<file path="src/rtl/axis_cmp_pkg.sv">
// Shared types for the AXI4-Stream compare controller: FSM states and run status.
package axis_cmp_pkg;

    // Counts are held at a fixed maximum width; the controller masks them down to LEN_WIDTH.
    localparam int unsigned CMP_LEN_MAX = 64;

    typedef logic [CMP_LEN_MAX-1:0] cmp_len_t;

    typedef enum logic [1:0] {
        ST_IDLE = 2'd0,
        ST_RUN  = 2'd1,
        ST_DONE = 2'd2
    } cmp_state_e;

    typedef struct packed {
        logic     pass;
        logic     timed_out;
        logic     aborted;
        cmp_len_t beat_count;
        cmp_len_t mismatch_count;
        cmp_len_t first_idx;
    } cmp_status_t;

    // A run passes only if it drained cleanly: no mismatch, no timeout, no abort.
    function automatic logic run_passed(input cmp_status_t s);
        return (s.mismatch_count == '0) && !s.timed_out && !s.aborted;
    endfunction

endpackage

</file>
<file path="src/rtl/axis_cmp_watchdog.sv">
// Stall watchdog: counts enabled cycles since the last clear and flags the TIMEOUT_CYCLES-th one.
module axis_cmp_watchdog #(
    parameter int unsigned TIMEOUT_CYCLES = 1024
) (
    input  logic clk,
    input  logic reset,
    input  logic clear_i,
    input  logic enable_i,
    output logic expired_o
);

    localparam int unsigned CNT_W = (TIMEOUT_CYCLES > 1) ? $clog2(TIMEOUT_CYCLES) : 1;
    localparam logic [CNT_W-1:0] LAST = CNT_W'(TIMEOUT_CYCLES - 1);

    logic [CNT_W-1:0] count_q, count_d;
    logic             at_last;

    assign at_last   = (count_q == LAST);
    // Expires during the last allowed stall cycle so the owner leaves on the following edge.
    assign expired_o = enable_i && !clear_i && at_last;

    // Next count: clear wins, otherwise advance on enabled cycles and hold at the limit.
    always_comb begin
        count_d = count_q;
        if (clear_i) begin
            count_d = '0;
        end else if (enable_i && !at_last) begin
            count_d = count_q + CNT_W'(1);
        end
    end

    // Count register.
    always_ff @(posedge clk or posedge reset) begin
        if (reset) begin
            count_q <= '0;
        end else begin
            count_q <= count_d;
        end
    end

endmodule

</file>
<file path="src/rtl/axis_compare_controller.sv">
// Compares two AXI4-Stream inputs beat by beat over a run of programmable length.
module axis_compare_controller
    import axis_cmp_pkg::*;
#(
    parameter int unsigned DATA_WIDTH     = 32,
    parameter int unsigned LEN_WIDTH      = 32,  // at most CMP_LEN_MAX
    parameter int unsigned TIMEOUT_CYCLES = 1024 // at least 1
) (
    input  logic                  clk,
    input  logic                  reset,
    input  logic [DATA_WIDTH-1:0] in1_data,
    input  logic                  in1_valid,
    output logic                  in1_ready,
    input  logic [DATA_WIDTH-1:0] in2_data,
    input  logic                  in2_valid,
    output logic                  in2_ready,
    input  logic                  start,
    input  logic [LEN_WIDTH-1:0]  length,
    input  logic                  abort,
    output logic                  busy,
    output logic                  done,
    output logic                  pass,
    output logic                  timed_out,
    output logic                  aborted,
    output logic [LEN_WIDTH-1:0]  beat_count,
    output logic [LEN_WIDTH-1:0]  mismatch_count,
    output logic [LEN_WIDTH-1:0]  first_mismatch_idx
);

    localparam cmp_len_t LEN_MASK = (cmp_len_t'(1) << LEN_WIDTH) - cmp_len_t'(1);
    localparam cmp_status_t STATUS_CLEAR = '{
        pass:           1'b0,
        timed_out:      1'b0,
        aborted:        1'b0,
        beat_count:     '0,
        mismatch_count: '0,
        first_idx:      LEN_MASK
    };

    cmp_state_e           state_q, state_d;
    cmp_status_t          status_q, status_d;
    logic [LEN_WIDTH-1:0] len_q, len_d;
    cmp_len_t             beats_next;
    logic                 run, beat;
    logic                 wd_clear, wd_enable, wd_expired;

    // Each ready mirrors the other stream's valid so a word moves only when both can; abort blocks the handshake.
    assign run       = (state_q == ST_RUN);
    assign in1_ready = run && !abort && in2_valid;
    assign in2_ready = run && !abort && in1_valid;
    assign beat      = run && !abort && in1_valid && in2_valid;

    assign wd_clear  = !run || beat;
    assign wd_enable = run && !beat;

    axis_cmp_watchdog #(
        .TIMEOUT_CYCLES(TIMEOUT_CYCLES)
    ) u_watchdog (
        .clk      (clk),
        .reset    (reset),
        .clear_i  (wd_clear),
        .enable_i (wd_enable),
        .expired_o(wd_expired)
    );

    // Next-state and status update; priority within RUN is abort, then final beat, then timeout.
    always_comb begin
        state_d    = state_q;
        status_d   = status_q;
        len_d      = len_q;
        beats_next = (status_q.beat_count + cmp_len_t'(1)) & LEN_MASK;
        unique case (state_q)
            ST_IDLE: begin
                if (start) begin
                    len_d    = length;
                    status_d = STATUS_CLEAR;
                    if (length == '0) begin
                        status_d.pass = 1'b1;
                        state_d       = ST_DONE;
                    end else begin
                        state_d = ST_RUN;
                    end
                end
            end
            ST_RUN: begin
                if (abort) begin
                    status_d.aborted = 1'b1;
                    state_d          = ST_DONE;
                end else if (beat) begin
                    status_d.beat_count = beats_next;
                    if (in1_data != in2_data) begin
                        status_d.mismatch_count = (status_q.mismatch_count + cmp_len_t'(1)) & LEN_MASK;
                        if (status_q.first_idx == LEN_MASK) begin
                            status_d.first_idx = status_q.beat_count;
                        end
                    end
                    if (beats_next == cmp_len_t'(len_q)) begin
                        state_d = ST_DONE;
                    end
                end else if (wd_expired) begin
                    status_d.timed_out = 1'b1;
                    state_d            = ST_DONE;
                end
                // Verdict is registered on entry to DONE so it is visible alongside the done pulse.
                if (state_d == ST_DONE) begin
                    status_d.pass = run_passed(status_d);
                end
            end
            ST_DONE: begin
                state_d = ST_IDLE;
            end
            default: begin
                state_d = ST_IDLE;
            end
        endcase
    end

    // State, status and length registers.
    always_ff @(posedge clk or posedge reset) begin
        if (reset) begin
            state_q  <= ST_IDLE;
            status_q <= STATUS_CLEAR;
            len_q    <= '0;
        end else begin
            state_q  <= state_d;
            status_q <= status_d;
            len_q    <= len_d;
        end
    end

    assign busy               = run;
    assign done               = (state_q == ST_DONE);
    assign pass               = status_q.pass;
    assign timed_out          = status_q.timed_out;
    assign aborted            = status_q.aborted;
    assign beat_count         = status_q.beat_count[LEN_WIDTH-1:0];
    assign mismatch_count     = status_q.mismatch_count[LEN_WIDTH-1:0];
    assign first_mismatch_idx = status_q.first_idx[LEN_WIDTH-1:0];

endmodule

</file>
<file path="config.mk">
export PLATFORM = sky130hd
export DESIGN_NAME = axis_compare_controller
export DESIGN_NICKNAME = d
export VERILOG_FILES = /design/src/rtl/axis_cmp_pkg.sv /design/src/rtl/axis_cmp_watchdog.sv /design/src/rtl/axis_compare_controller.sv
export SDC_FILE = /design/constraint.sdc
export NUM_CORES = 1
export LEC_CHECK = 0
export CAP_MARGIN = 5
export CORE_MARGIN = 8
export CORE_UTILIZATION = 40
export CTS_CLUSTER_SIZE = 12
export DETAILED_ROUTE_END_ITERATION = 8
export SYNTH_ARGS = -nofsm -noshare
export SYNTH_HDL_FRONTEND = slang
export SYNTH_HIERARCHICAL = 1
export SYNTH_SLANG_ARGS = --single-unit
export TNS_END_PERCENT = 10
</file>
<file path="constraint.sdc">
create_clock -name clk -period 11.9 [get_ports clk]
set_input_delay 2.975 -clock clk [delete_from_list [all_inputs] [get_ports clk]]
set_output_delay 2.975 -clock clk [all_outputs]
set_load 0.01 [all_outputs]
</file>
==> qor_table.md <==
| Group | Parameter | This run |
| --- | --- | --- |
| route | First-pass iteration count of the detailed router | 5 |
| critical path | Data required time at the worst endpoint | 8.93 ns |
| critical path | Kind of cell adding the most delay to the critical path | buffers and inverters |
| die | Core footprint | 0.0269 mm² |
| route | Iter 0 DRT Violations | 660 |
| timing | Count of endpoints failing hold in the final timing report | 0 |
| clock tree | CTS tree | yes |
| die | Top-level port count | 205 |
| power and ir drop | PwrDens | 151 mW/mm² |
| global route | Largest net degree at the start of global routing | 93 |
| global route | Wire length of the first global-routing pass | 49.4 mm |
| critical path | Crit path buf inv count | 2 |
| clock tree | Max Buffers Root-to-Sink | 2 |
| timing | Setup-violating endpoint count in the final report | 0 |
| timing | Highest attainable clock frequency | 134 MHz |
| critical path | CP cell instances | clkdlybuf4s50_1 -> nor3b_2 -> and2_1 -> clkdlybuf4s50_1 |
| synth | Syn_area_per_cell | 8.79 µm² |
| critical path | Worst Path Arrival | 4.48 ns |
| synth | Portion of synthesized cell area occupied by the leading cell type | 33.0% |
| finish | Layout net count | 1401 |
| power and ir drop | Highest ir drop seen on vdd | 0.0000651 V |
| synth | Synth Instances | 1242 |
| critical path | CP Class | in -> out |
| clock tree | Setup repair bufs after CTS | 0 |
| die | Row Count | 60 |
| run status | Outcome | finished clean |
| critical path | Crit-path most repeated cell | sky130_fd_sc_hd__clkdlybuf4s50_1 |
| clock tree | H-Tree Depth | 4 |
| finish | Layout Area Growth over Synthesis | 19.3% |
| route | Wirelength per Cell | 18.9 µm |
| clock tree | Cell at the root of the clock tree | sky130_fd_sc_hd__clkbuf_16 |
| global route | Antenna violations before repair | 1 |
| route | Post-detailed-route count of antenna-violating nets | 0 |
| power and ir drop | P_sw | 634 µW |
| placed design | Number of buffers added on ports | 204 |
| critical path | Type of origin of the critical path | input port |
| die | Vertical die dimension | 181 µm |
| placed design | Detail Placement HPWL | 22.9 mm |
| synth | Post-synth top area cell | sky130_fd_sc_hd__dfrtp_1 |
| synth | Number of enable-type register cells in the synthesized netlist | 0 |
| global route | Vias in the first global route | 8734 |
| route | Total via count in the routed design | 9128 |
| finish | Fraction of final layout cells with drive strength greater than 1 | 8.17% |
| timing | Accumulated negative setup slack | 0 ns |
| power and ir drop | Internal cell power | 1.33 mW |
| finish | Diodes inserted | 0 |
| synth | Unique cell type count in the Yosys netlist | 71 |
| finish | Most frequent standard cell in the layout excluding fill and tap cells | sky130_fd_sc_hd__clkdlybuf4s50_1 |
| die | Horiz. Die Dim | 181 µm |
| power and ir drop | Clk network pwr share | 29.0% |
| synth | #FFs+latches synth | 176 |
| die | Die area | 0.0328 mm² |
| clock tree | Number of clock sinks seen by CTS | 176 |
| power and ir drop | Switching Share | 32.2% |
| power and ir drop | Combinational Power Share | 28.3% |
| clock tree | Clock-pin slew reported for the worst setup and hold paths after clock tree synthesis | 0.07 ns |
| clock tree | Number of hold buffers added after cts | 0 |
| global route | GR Overflow Total | 0 |
| timing | Post-route fraction of the period consumed by the critical path | 62.6% |
| route | Via count normalized by instance count | 5.53 |
| critical path | Slowest stage cell, crit path | sky130_fd_sc_hd__clkdlybuf4s50_1 |
| synth | Async set-or-reset flop fraction in the synthesized netlist | 100% |
| finish | Most frequent cells in the layout | sky130_fd_sc_hd__clkdlybuf4s50_1 (204), sky130_fd_sc_hd__nand2_1 (153), sky130_fd_sc_hd__dfrtp_1 (144) |
| critical path | Critical-path maximum fanout | 6 |
| job | Max-capacitance violation count | 0 |
| critical path | Delay of the slowest critical-path stage | 0.53 ns |
| timing | Clock skew after layout | 0.0136 ns |
| die | Starting density of the core | 40.6% |
| synth | Primary flip-flop cell chosen by synthesis mapping | sky130_fd_sc_hd__dfrtp_1 |
| critical path | Category of the worst setup path capture point | output port |
| timing | RSZ-0062 raised after global routing | no |
| timing | Slew margin rel. | 32.8% |
| global route | Global-route usage over all layers | 18.5% |
| power and ir drop | LEAKAGE | 5.41 nW |
| timing | Post-route worst hold slack | 0.471 ns |
| synth | Most area-consuming cells after synthesis | sky130_fd_sc_hd__dfrtp_1 (33%), sky130_fd_sc_hd__dfstp_2 (7.7%), sky130_fd_sc_hd__buf_4 (6.8%) |
| hold path | Path class of the lowest-slack min-delay path | reg -> reg |
| route | Final WL | 31.2 mm |
| timing | Number of slew-limit violations in the final report | 0 |
| placed design | Routability cong. | 0.873 |
| clock tree | Resize count post-CTS | 0 |
| route | DRC errors left | 0 |
| clock tree | Clock buffer count from CTS | 17 |
| synth | Seq/Total Area, Yosys | 40.7% |
| synth | Total of warnings raised by yosys | 6 |
| synth | Syn_nets | 1347 |
| synth | Cell area after technology mapping | 0.0109 mm² |
| timing | Transition time at the pin with the least slew margin | 1.00 ns |
| power and ir drop | Fraction of power consumed by sequential logic | 42.6% |
| clock tree | Clock insertion delay at the later pin of the skew report | 0.43 ns |
| timing | Period minus WS final | 7.45 ns |
## cell usage after synthesis (22+ instances only)
master and count:
sky130_fd_sc_hd__inv_1 48, sky130_fd_sc_hd__nor4_1 29, sky130_fd_sc_hd__clkbuf_1 41, sky130_fd_sc_hd__o21ai_0 70, sky130_fd_sc_hd__xor2_1 22, sky130_fd_sc_hd__a21oi_1 78, sky130_fd_sc_hd__nor2_1 39, sky130_fd_sc_hd__nand3_1 38
sky130_fd_sc_hd__nand2_1 153, sky130_fd_sc_hd__and2_1 42, sky130_fd_sc_hd__nand4_1 45, sky130_fd_sc_hd__buf_4 99, sky130_fd_sc_hd__buf_2 30, sky130_fd_sc_hd__dfstp_2 32, sky130_fd_sc_hd__xnor2_1 70, sky130_fd_sc_hd__dfrtp_1 144
sky130_fd_sc_hd__a211oi_1 43
## final cells by class
class | instances | area, µm²
multi-input combinational | 836 | 5240
timing repair buffer | 217 | 2140
fill | 2571 | 13800
sequential | 176 | 4440
clock buffer | 21 | 470
inverter | 48 | 185
tap | 341 | 427
clock inverter | 11 | 128
## cell families (layout without fill, tap and decap cells)
group | after synthesis | in the layout | share of synthesized area, %
buf+inv | 230 | 297 | 11.7
simple gates | 445 | 445 | 21.9
xor+xnor | 92 | 92 | 7.38
mux | 21 | 21 | 2.02
flops | 176 | 176 | 40.7
compound gates | 275 | 275 | 16.0
fa+ha+maj | 3 | 3 | 0.344
## tightest hold or removal path, stage by stage, from the launching register on
cell	delay, ns
sky130_fd_sc_hd__dfstp_2	0.38
sky130_fd_sc_hd__inv_1	0.04
sky130_fd_sc_hd__a21oi_1	0.05
## final timing paths
path	endpoint	slack [ns]	start	cells after the start
hold / removal	first_mismatch_idx[19]	0.47	first_mismatch_idx[19]	2
setup reg to reg	pass	8.23	state_q[0]	10
min in group asynchronous	u_watchdog/count_q[5]	2.97	reset	2
max in group asynchronous	len_q[15]	7.34	reset	3
hold reg to reg	first_mismatch_idx[19]	0.47	first_mismatch_idx[19]	2
setup / recovery	in1_ready	4.45	abort	4
## metrics by stage
stage,utilization (%),instances,total power [mW],area (µm²),setup WS (ns)
2_1_floorplan,-,1242,1.21,10900,4.49
3_3_place_gp,46.3,1618,1.40,12400,4.44
3_5_place_dp,46.3,1618,1.41,12400,4.44
4_1_cts,48.5,1650,1.98,13000,4.44
5_1_grt,48.5,1650,2.08,13000,4.38
6_report,48.5,1650,1.97,13000,4.45
## routing by layer
metal,wire [µm],track usage [%]
met1,15300,27.0
met2,14000,28.0
met3,1610,3.17
met4,301,4.53
met5,13,0
## power by group through the flow
stage | Sequential (mW) | Clock [mW] | Combinational (mW)
finish | 0.838 | 0.571 | 0.558
global route | 0.853 | 0.603 | 0.621
CTS | 0.838 | 0.583 | 0.563
detailed placement | 0.849 | 0 | 0.561
global placement | 0.845 | 0 | 0.553
floorplan | 0.806 | 0 | 0.407
## flip-flops by register name (all words and copies together), names as in the netlist
name	cells
aborted	1
u_watchdog/count_q	10
beat_count	32
len_q	32
mismatch_count	32
timed_out	1
state_q	2
first_mismatch_idx	32
pass	1
status_q	33
(Power assumes the default switching activity.)
